File: src/rtl/ptf_moment_unit.sv
// Streaming E[x] / E[x^2] moment unit with PTF (2^alpha) rescaling and saturating outputs.
// Build option: define AILN_MOMENT_EXACT_SQ_EN for exact mag*mag squares instead of the 4-bit LUT path.
module ptf_moment_unit #(
  parameter int unsigned N_MAX = 16,
  parameter int unsigned INV_W = 8,
  parameter int unsigned OUT_W = 32
) (
  input  logic                         i_clk,
  input  logic                         i_rstn,
  input  logic                         i_start,
  input  logic [$clog2(N_MAX+1)-1:0]   i_len,
  input  logic [INV_W-1:0]             i_inv_n,
  input  logic                         i_valid,
  input  logic signed [8:0]            i_x,
  input  logic [1:0]                   i_alpha,
  output logic                         o_ready,
  output logic                         o_busy,
  output logic                         o_done,
  output logic signed [OUT_W-1:0]      o_Ex,
  output logic [OUT_W-1:0]             o_Ex2,
  output logic                         o_ovf
);

  localparam int unsigned LEN_W = $clog2(N_MAX+1);
  localparam int unsigned ACC_W = 18 + $clog2(N_MAX) + 1;
`ifdef AILN_MOMENT_EXACT_SQ_EN
  // exact squares reach 22 bits per element, so the square accumulator grows to match
  localparam int unsigned EL_W  = 22;
`else
  localparam int unsigned EL_W  = 18;
`endif
  localparam int unsigned SQ_W  = EL_W + $clog2(N_MAX) + 1;
  localparam int unsigned PSQ_W = SQ_W + INV_W;
  localparam int unsigned PX_W  = ACC_W + INV_W + 1;
  localparam int unsigned QX_W  = ACC_W + 1;
  localparam int unsigned M1_W  = (SQ_W > QX_W) ? SQ_W : QX_W;
  localparam int unsigned WW    = ((M1_W > OUT_W) ? M1_W : OUT_W) + 2;

  localparam logic [WW-1:0]        U_MAX = (WW'(1) << OUT_W) - WW'(1);
  localparam logic signed [WW-1:0] S_MAX = (WW'(1) << (OUT_W - 1)) - WW'(1);
  localparam logic signed [WW-1:0] S_MIN = ~S_MAX;

  typedef enum logic [1:0] {S_IDLE, S_ACC, S_MUL, S_DONE} state_t;

  state_t state, state_nxt;

  logic [LEN_W-1:0]        len_q, cnt_q, cnt_inc, len_clamped;
  logic [INV_W-1:0]        inv_q;
  logic signed [ACC_W-1:0] sum_x;
  logic [SQ_W-1:0]         sum_sq;

  logic [7:0]              mag;
  logic signed [11:0]      xs;
  logic [EL_W-1:0]         sq_el;
  logic                    start_fire, acc_fire;

  // magnitude, -256 pinned to 255 so it fits 8 bits
  always_comb begin
    if (i_x == 9'sh100) begin
      mag = 8'd255;
    end else if (i_x[8]) begin
      mag = 8'(-i_x);
    end else begin
      mag = i_x[7:0];
    end
  end

`ifdef AILN_MOMENT_EXACT_SQ_EN
  logic [15:0] mag_sq;

  always_comb begin
    mag_sq = {8'd0, mag} * {8'd0, mag};
    sq_el  = {6'd0, mag_sq} << {i_alpha, 1'b0};
  end
`else
  function automatic logic [7:0] sq_lut(input logic [3:0] v);
    case (v)
      4'd0:    sq_lut = 8'd0;
      4'd1:    sq_lut = 8'd1;
      4'd2:    sq_lut = 8'd4;
      4'd3:    sq_lut = 8'd9;
      4'd4:    sq_lut = 8'd16;
      4'd5:    sq_lut = 8'd25;
      4'd6:    sq_lut = 8'd36;
      4'd7:    sq_lut = 8'd49;
      4'd8:    sq_lut = 8'd64;
      4'd9:    sq_lut = 8'd81;
      4'd10:   sq_lut = 8'd100;
      4'd11:   sq_lut = 8'd121;
      4'd12:   sq_lut = 8'd144;
      4'd13:   sq_lut = 8'd169;
      4'd14:   sq_lut = 8'd196;
      default: sq_lut = 8'd225;
    endcase
  endfunction

  logic [8:0] rnd_hi, rnd_lo;
  logic [4:0] c_hi;
  logic [6:0] c_lo;
  logic [3:0] c;
  logic [3:0] shamt;

  // rounded 4-bit code; both ranges clip at 15 instead of wrapping
  always_comb begin
    rnd_hi = {1'b0, mag} + 9'd8;
    rnd_lo = {1'b0, mag} + 9'd2;
    c_hi   = 5'(rnd_hi >> 4);
    c_lo   = 7'(rnd_lo >> 2);
    if (mag >= 8'd64) begin
      c     = (c_hi > 5'd15) ? 4'd15 : c_hi[3:0];
      shamt = 4'd4 + {1'b0, i_alpha, 1'b0};
    end else begin
      c     = (c_lo > 7'd15) ? 4'd15 : c_lo[3:0];
      shamt = {1'b0, i_alpha, 1'b0};
    end
    sq_el = {10'd0, sq_lut(c)} << shamt;
  end
`endif

  assign xs = $signed({{3{i_x[8]}}, i_x}) <<< i_alpha;

  assign start_fire  = (state == S_IDLE) && i_start;
  assign acc_fire    = (state == S_ACC) && i_valid;
  assign cnt_inc     = cnt_q + 1'b1;
  assign len_clamped = (i_len > LEN_W'(N_MAX)) ? LEN_W'(N_MAX) : i_len;

  always_comb begin
    state_nxt = state;
    o_ready   = 1'b0;
    o_busy    = 1'b1;
    o_done    = 1'b0;
    case (state)
      S_IDLE: begin
        o_busy = 1'b0;
        if (i_start) begin
          state_nxt = (len_clamped == '0) ? S_MUL : S_ACC;
        end
      end
      S_ACC: begin
        o_ready = 1'b1;
        if (i_valid && (cnt_inc == len_q)) begin
          state_nxt = S_MUL;
        end
      end
      S_MUL:   state_nxt = S_DONE;
      S_DONE: begin
        o_done    = 1'b1;
        state_nxt = S_IDLE;
      end
      default: state_nxt = S_IDLE;
    endcase
  end

  // 1/len scaling and saturation, consumed only in MUL
  logic [PSQ_W-1:0]        prod_sq;
  logic signed [PX_W-1:0]  prod_x;
  logic [SQ_W-1:0]         q_sq;
  logic signed [QX_W-1:0]  q_x;
  logic [WW-1:0]           sq_w;
  logic signed [WW-1:0]    x_w;
  logic                    sat_sq, sat_hi, sat_lo;
  logic signed [OUT_W-1:0] ex_sat;
  logic [OUT_W-1:0]        ex2_sat;

  always_comb begin
    prod_sq = PSQ_W'(sum_sq) * PSQ_W'(inv_q);
    prod_x  = PX_W'(sum_x) * PX_W'($signed({1'b0, inv_q}));
    q_sq    = SQ_W'(prod_sq >> INV_W);
    q_x     = QX_W'(prod_x >>> INV_W);
    sq_w    = WW'(q_sq);
    x_w     = WW'(q_x);
    sat_sq  = sq_w > U_MAX;
    sat_hi  = x_w > S_MAX;
    sat_lo  = x_w < S_MIN;
    ex2_sat = sat_sq ? U_MAX[OUT_W-1:0] : sq_w[OUT_W-1:0];
    if (sat_hi) begin
      ex_sat = S_MAX[OUT_W-1:0];
    end else if (sat_lo) begin
      ex_sat = S_MIN[OUT_W-1:0];
    end else begin
      ex_sat = x_w[OUT_W-1:0];
    end
  end

  always_ff @(posedge i_clk or negedge i_rstn) begin
    if (!i_rstn) begin
      state <= S_IDLE;
    end else begin
      state <= state_nxt;
    end
  end

  always_ff @(posedge i_clk or negedge i_rstn) begin
    if (!i_rstn) begin
      len_q  <= '0;
      inv_q  <= '0;
      cnt_q  <= '0;
      sum_x  <= '0;
      sum_sq <= '0;
      o_Ex   <= '0;
      o_Ex2  <= '0;
      o_ovf  <= 1'b0;
    end else begin
      if (start_fire) begin
        len_q  <= len_clamped;
        inv_q  <= i_inv_n;
        cnt_q  <= '0;
        sum_x  <= '0;
        sum_sq <= '0;
        o_Ex   <= '0;
        o_Ex2  <= '0;
        o_ovf  <= 1'b0;
      end
      if (acc_fire) begin
        cnt_q  <= cnt_inc;
        sum_x  <= sum_x + ACC_W'(xs);
        sum_sq <= sum_sq + SQ_W'(sq_el);
      end
      if (state == S_MUL) begin
        o_Ex  <= ex_sat;
        o_Ex2 <= ex2_sat;
        o_ovf <= sat_sq | sat_hi | sat_lo;
      end
    end
  end

endmodule
File: config.mk
export PLATFORM = sky130hd
export DESIGN_NAME = ptf_moment_unit
export DESIGN_NICKNAME = d
export VERILOG_FILES = /design/src/rtl/ptf_moment_unit.sv
export SDC_FILE = /design/constraint.sdc
export NUM_CORES = 1
export LEC_CHECK = 0
export CAP_MARGIN = 15
export CORE_MARGIN = 1
export CORE_UTILIZATION = 55
export DETAILED_ROUTE_END_ITERATION = 8
export HOLD_SLACK_MARGIN = 0.12
export PLACE_DENSITY = 0.75
export SKIP_LAST_GASP = 1
export SLEW_MARGIN = 20
export SYNTH_ARGS = -nofsm -noshare
export SYNTH_HDL_FRONTEND = slang
export SYNTH_SLANG_ARGS = --single-unit
File: constraint.sdc
create_clock -name i_clk -period 10.9 [get_ports i_clk]
set_input_delay 2.725 -clock i_clk [delete_from_list [all_inputs] [get_ports i_clk]]
set_output_delay 2.725 -clock i_clk [all_outputs]
set_load 0.05 [all_outputs]
==> results.json <==
{
  "crit_slowest_cell": "or4_4",
  "clk_pin_slew_ns": 0.06,
  "drive_gt1_frac": 0.0456,
  "die_h_um": 186,
  "synth_compound_area_frac": 0.119,
  "regToRegSetupSlack_ns": 4.29,
  "critPathBufInv": 1,
  "multi_input_area_mm2": 0.0141,
  "synth_fa_ha_area_frac": 0.395,
  "diodes": 0,
  "holdPathStages": 2,
  "fin_area_mm2": 0.0204,
  "root_buffer": "clkbuf_16",
  "grt_pass1_vias": 14900,
  "die_x_um": 186,
  "fin_worst_skew_ns": 0.0113,
  "worstMarginPinSlew_ns": 0.987,
  "dieArea_mm2": 0.0347,
  "syn_area_per_cell_um2": 8.77,
  "min_to": "o_Ex2[13]",
  "finalMaxSlewViolations": 0,
  "overflow": 0,
  "synth_cell_types": 86,
  "setup_viol": 0,
  "yosys_most_used_dff": "dfrtp_1",
  "worstPathMaxFanout": 11,
  "io_buffers": 86,
  "crit_chain": "clkdlybuf4s50_1 > or4_4 > nand2b_1 > nand3_1 > ha_1 > xor2_1 > o32ai_1 > o211ai_1 > nand2_1 > o221ai_1 > a21oi_1 > nor2_1 > ha_1 > a21oi_1 > nand3b_1 > o21ai_0 > a31oi_1 > a41oi_1 > a31oi_1 > a211o_1 > nand3_1 > xor2_1 > o21ai_0",
  "async_reset_ff_frac": 1.00,
  "grt_pass1_wl_um": 74000,
  "path_class": "primary input to flip-flop",
  "cts_sinks": 114,
  "required_ns": 11.21,
  "clk_path_buf_depth": 2,
  "fin_hold_ws_ns": 0.474,
  "synth_area_mm2": 0.0187,
  "r2r-end": "o_Ex[21]",
  "rsz0062_at_grt": "no",
  "io_pins": 96,
  "drtPass1Iterations": 6,
  "fillers": 2775,
  "drtIter0Drc": 793,
  "drc": 0,
  "wl_per_cell_um": 16.8,
  "synth_edf_count": 0,
  "slew_headroom": 0.342,
  "ant_nets": 0,
  "ys_warn_count": 0,
  "ys_seq_area_frac": 0.153,
  "postCtsSetupBuffers": 0,
  "grt_start_max_net_pins": 63,
  "startpoint_type": "primary input",
  "critPathArrivalTime_ns": 8.40,
  "hold_buffers": 0,
  "period_needed_ns": 8.10,
  "r2r-start": "inv_q[3]",
  "synth_xor_area_frac": 0.0449,
  "fmax_mhz": 124,
  "clk_latency_ns": 0.45,
  "initial_core_util": 0.559,
  "synth-seq-cells": 114,
  "cts_buffers": 17,
  "gp_routability_congestion": 0.873,
  "min_path_type": "flip-flop to flip-flop",
  "place_ws_ns": 2.46,
  "drt_wl_total_um": 43600,
  "grt_usage": 0.262,
  "hpwlAfterDp_um": 32400,
  "fin_tns_setup_ns": 0,
  "critPathTopFamily": "compound AO/OA/AOI/OAI gates",
  "worst_slack_ns": 2.80,
  "max_stage_delay_ns": 0.63,
  "reg2regPathDepth": 17,
  "placed_cell_area_mm2": 0.0197,
  "cts_tree": "yes",
  "post_cts_resized": 0,
  "num-nets-final": 2594,
  "hold_violations": 0,
  "syn2layout_area_growth_pct": 9.06,
  "synth_top_family_by_area": "adder cells",
  "status": "completed",
  "synthMuxAreaShare": 0.0169,
  "end_kind": "flip-flop",
  "regArea_mm2": 0.00286,
  "viasPerCell": 5.55,
  "antenna_found_initial": 0,
  "hp-start": "o_Ex2[13]",
  "htree_levels": 4,
  "fin_crit_sh": 0.743,
  "synthCells": 2130,
  "num_rows": 67,
  "core_mm2": 0.0334,
  "drv_cap": 0,
  "via_count": 14400,
  "synth_simple_gate_area_frac": 0.178
}
## cells by family after synthesis
group                    after synthesis
buffers and inverters                444
multiplexers                          24
flip-flops                           114
adder cells (fa/ha/maj)              428
XOR/XNOR                              95
AO/OA/AOI/OAI                        339
AND/OR/NAND/NOR                      685
other                                  1
## placed cells by master (no fill, tap or decap), types with 9 or more instances in the layout
master             n
xor2_1            48
mux2_2            11
a21o_1            33
nor2_1            48
nand2b_1          13
clkbuf_16         17
xnor2_1           46
ha_1             159
o31ai_1           12
and2_1           191
and3_1            12
conb_1             9
nor3_1            15
fa_1             269
inv_1            320
nand3_1           31
o21ai_0          120
buf_4             17
dfrtp_1          110
nand2_1          330
a21oi_1           72
clkdlybuf4s50_1   85
## Yosys cell counts, types with 6 or more instances
cell	n	area (µm²)
a211oi_1	6	45.0
o21ai_0	120	601
inv_1	320	1200
a21oi_1	74	370
o31ai_1	12	90.1
nor2_1	48	180
xnor2_1	46	403
xor2_1	48	420
mux2i_1	8	80.1
buf_4	17	128
o211ai_1	6	45.0
nand2b_1	13	81.3
a31oi_1	8	50.1
dfrtp_1	114	2850
a21o_1	33	248
nand4_1	7	43.8
nor3_1	15	75.1
a22o_1	8	70.1
mux2_2	11	124
clkbuf_1	89	334
and3_1	12	75.1
and2_1	191	1190
nand3_1	31	155
nor2b_1	8	50.1
buf_1	8	30.0
fa_1	269	5390
ha_1	159	1990
a211o_1	7	61.3
nand2_1	330	1240
## sequential cells by signal, indices dropped and copies added (netlist names)
name,cells
cnt_q,5
len_q,5
sum_sq,23
sum_x,23
o_ovf,1
state,2
o_Ex,24
inv_q,8
o_Ex2,23
## layout make-up
type                       instances  area share
multi-input combinational       1580       0.694
clock inverter                    11     0.00774
timing repair buffer             102      0.0480
inverter                         323      0.0595
clock buffer                      21      0.0231
tap                              448      0.0275
sequential                       114       0.140
## worst min-delay path, stage by stage (launching register included)
cell     delay (ns)
dfrtp_1        0.34
nand2_1        0.04
o21ai_0        0.06
## worst max-delay path by stage
| stage | startpoint | to | cells after the start |
|---|---|---|---|
| floorplan | i_x[6] | sum_sq[19] | 21 |
| global placement | i_x[3] | sum_sq[20] | 23 |
| detailed placement | i_x[3] | sum_sq[20] | 23 |
| CTS | i_x[3] | sum_sq[20] | 23 |
| global route | i_x[1] | sum_sq[21] | 25 |
| finish | i_x[5] | sum_sq[20] | 23 |
## routing by layer
layer | up-vias | routed length (µm) | track usage | share of wire
met4 | 0 | 491 | 0.0633 | 0.011
met2 | 389 | 20800 | 0.431 | 0.48
met1 | 7212 | 20200 | 0.368 | 0.46
li1 | 6773 | - | - | -
met3 | 43 | 2110 | 0.0320 | 0.048
met5 | - | 0 | 0 | 0
## metrics by stage
stage	utilization	std cells
6_report	0.609	2599
5_1_grt	0.609	2599
4_1_cts	0.609	2599
3_5_place_dp	0.590	2567
3_3_place_gp	0.590	2567
2_1_floorplan	-	2138
Power is not shown: default switching activity piles up to over one toggle a cycle in this logic, so the estimate is an artifact.
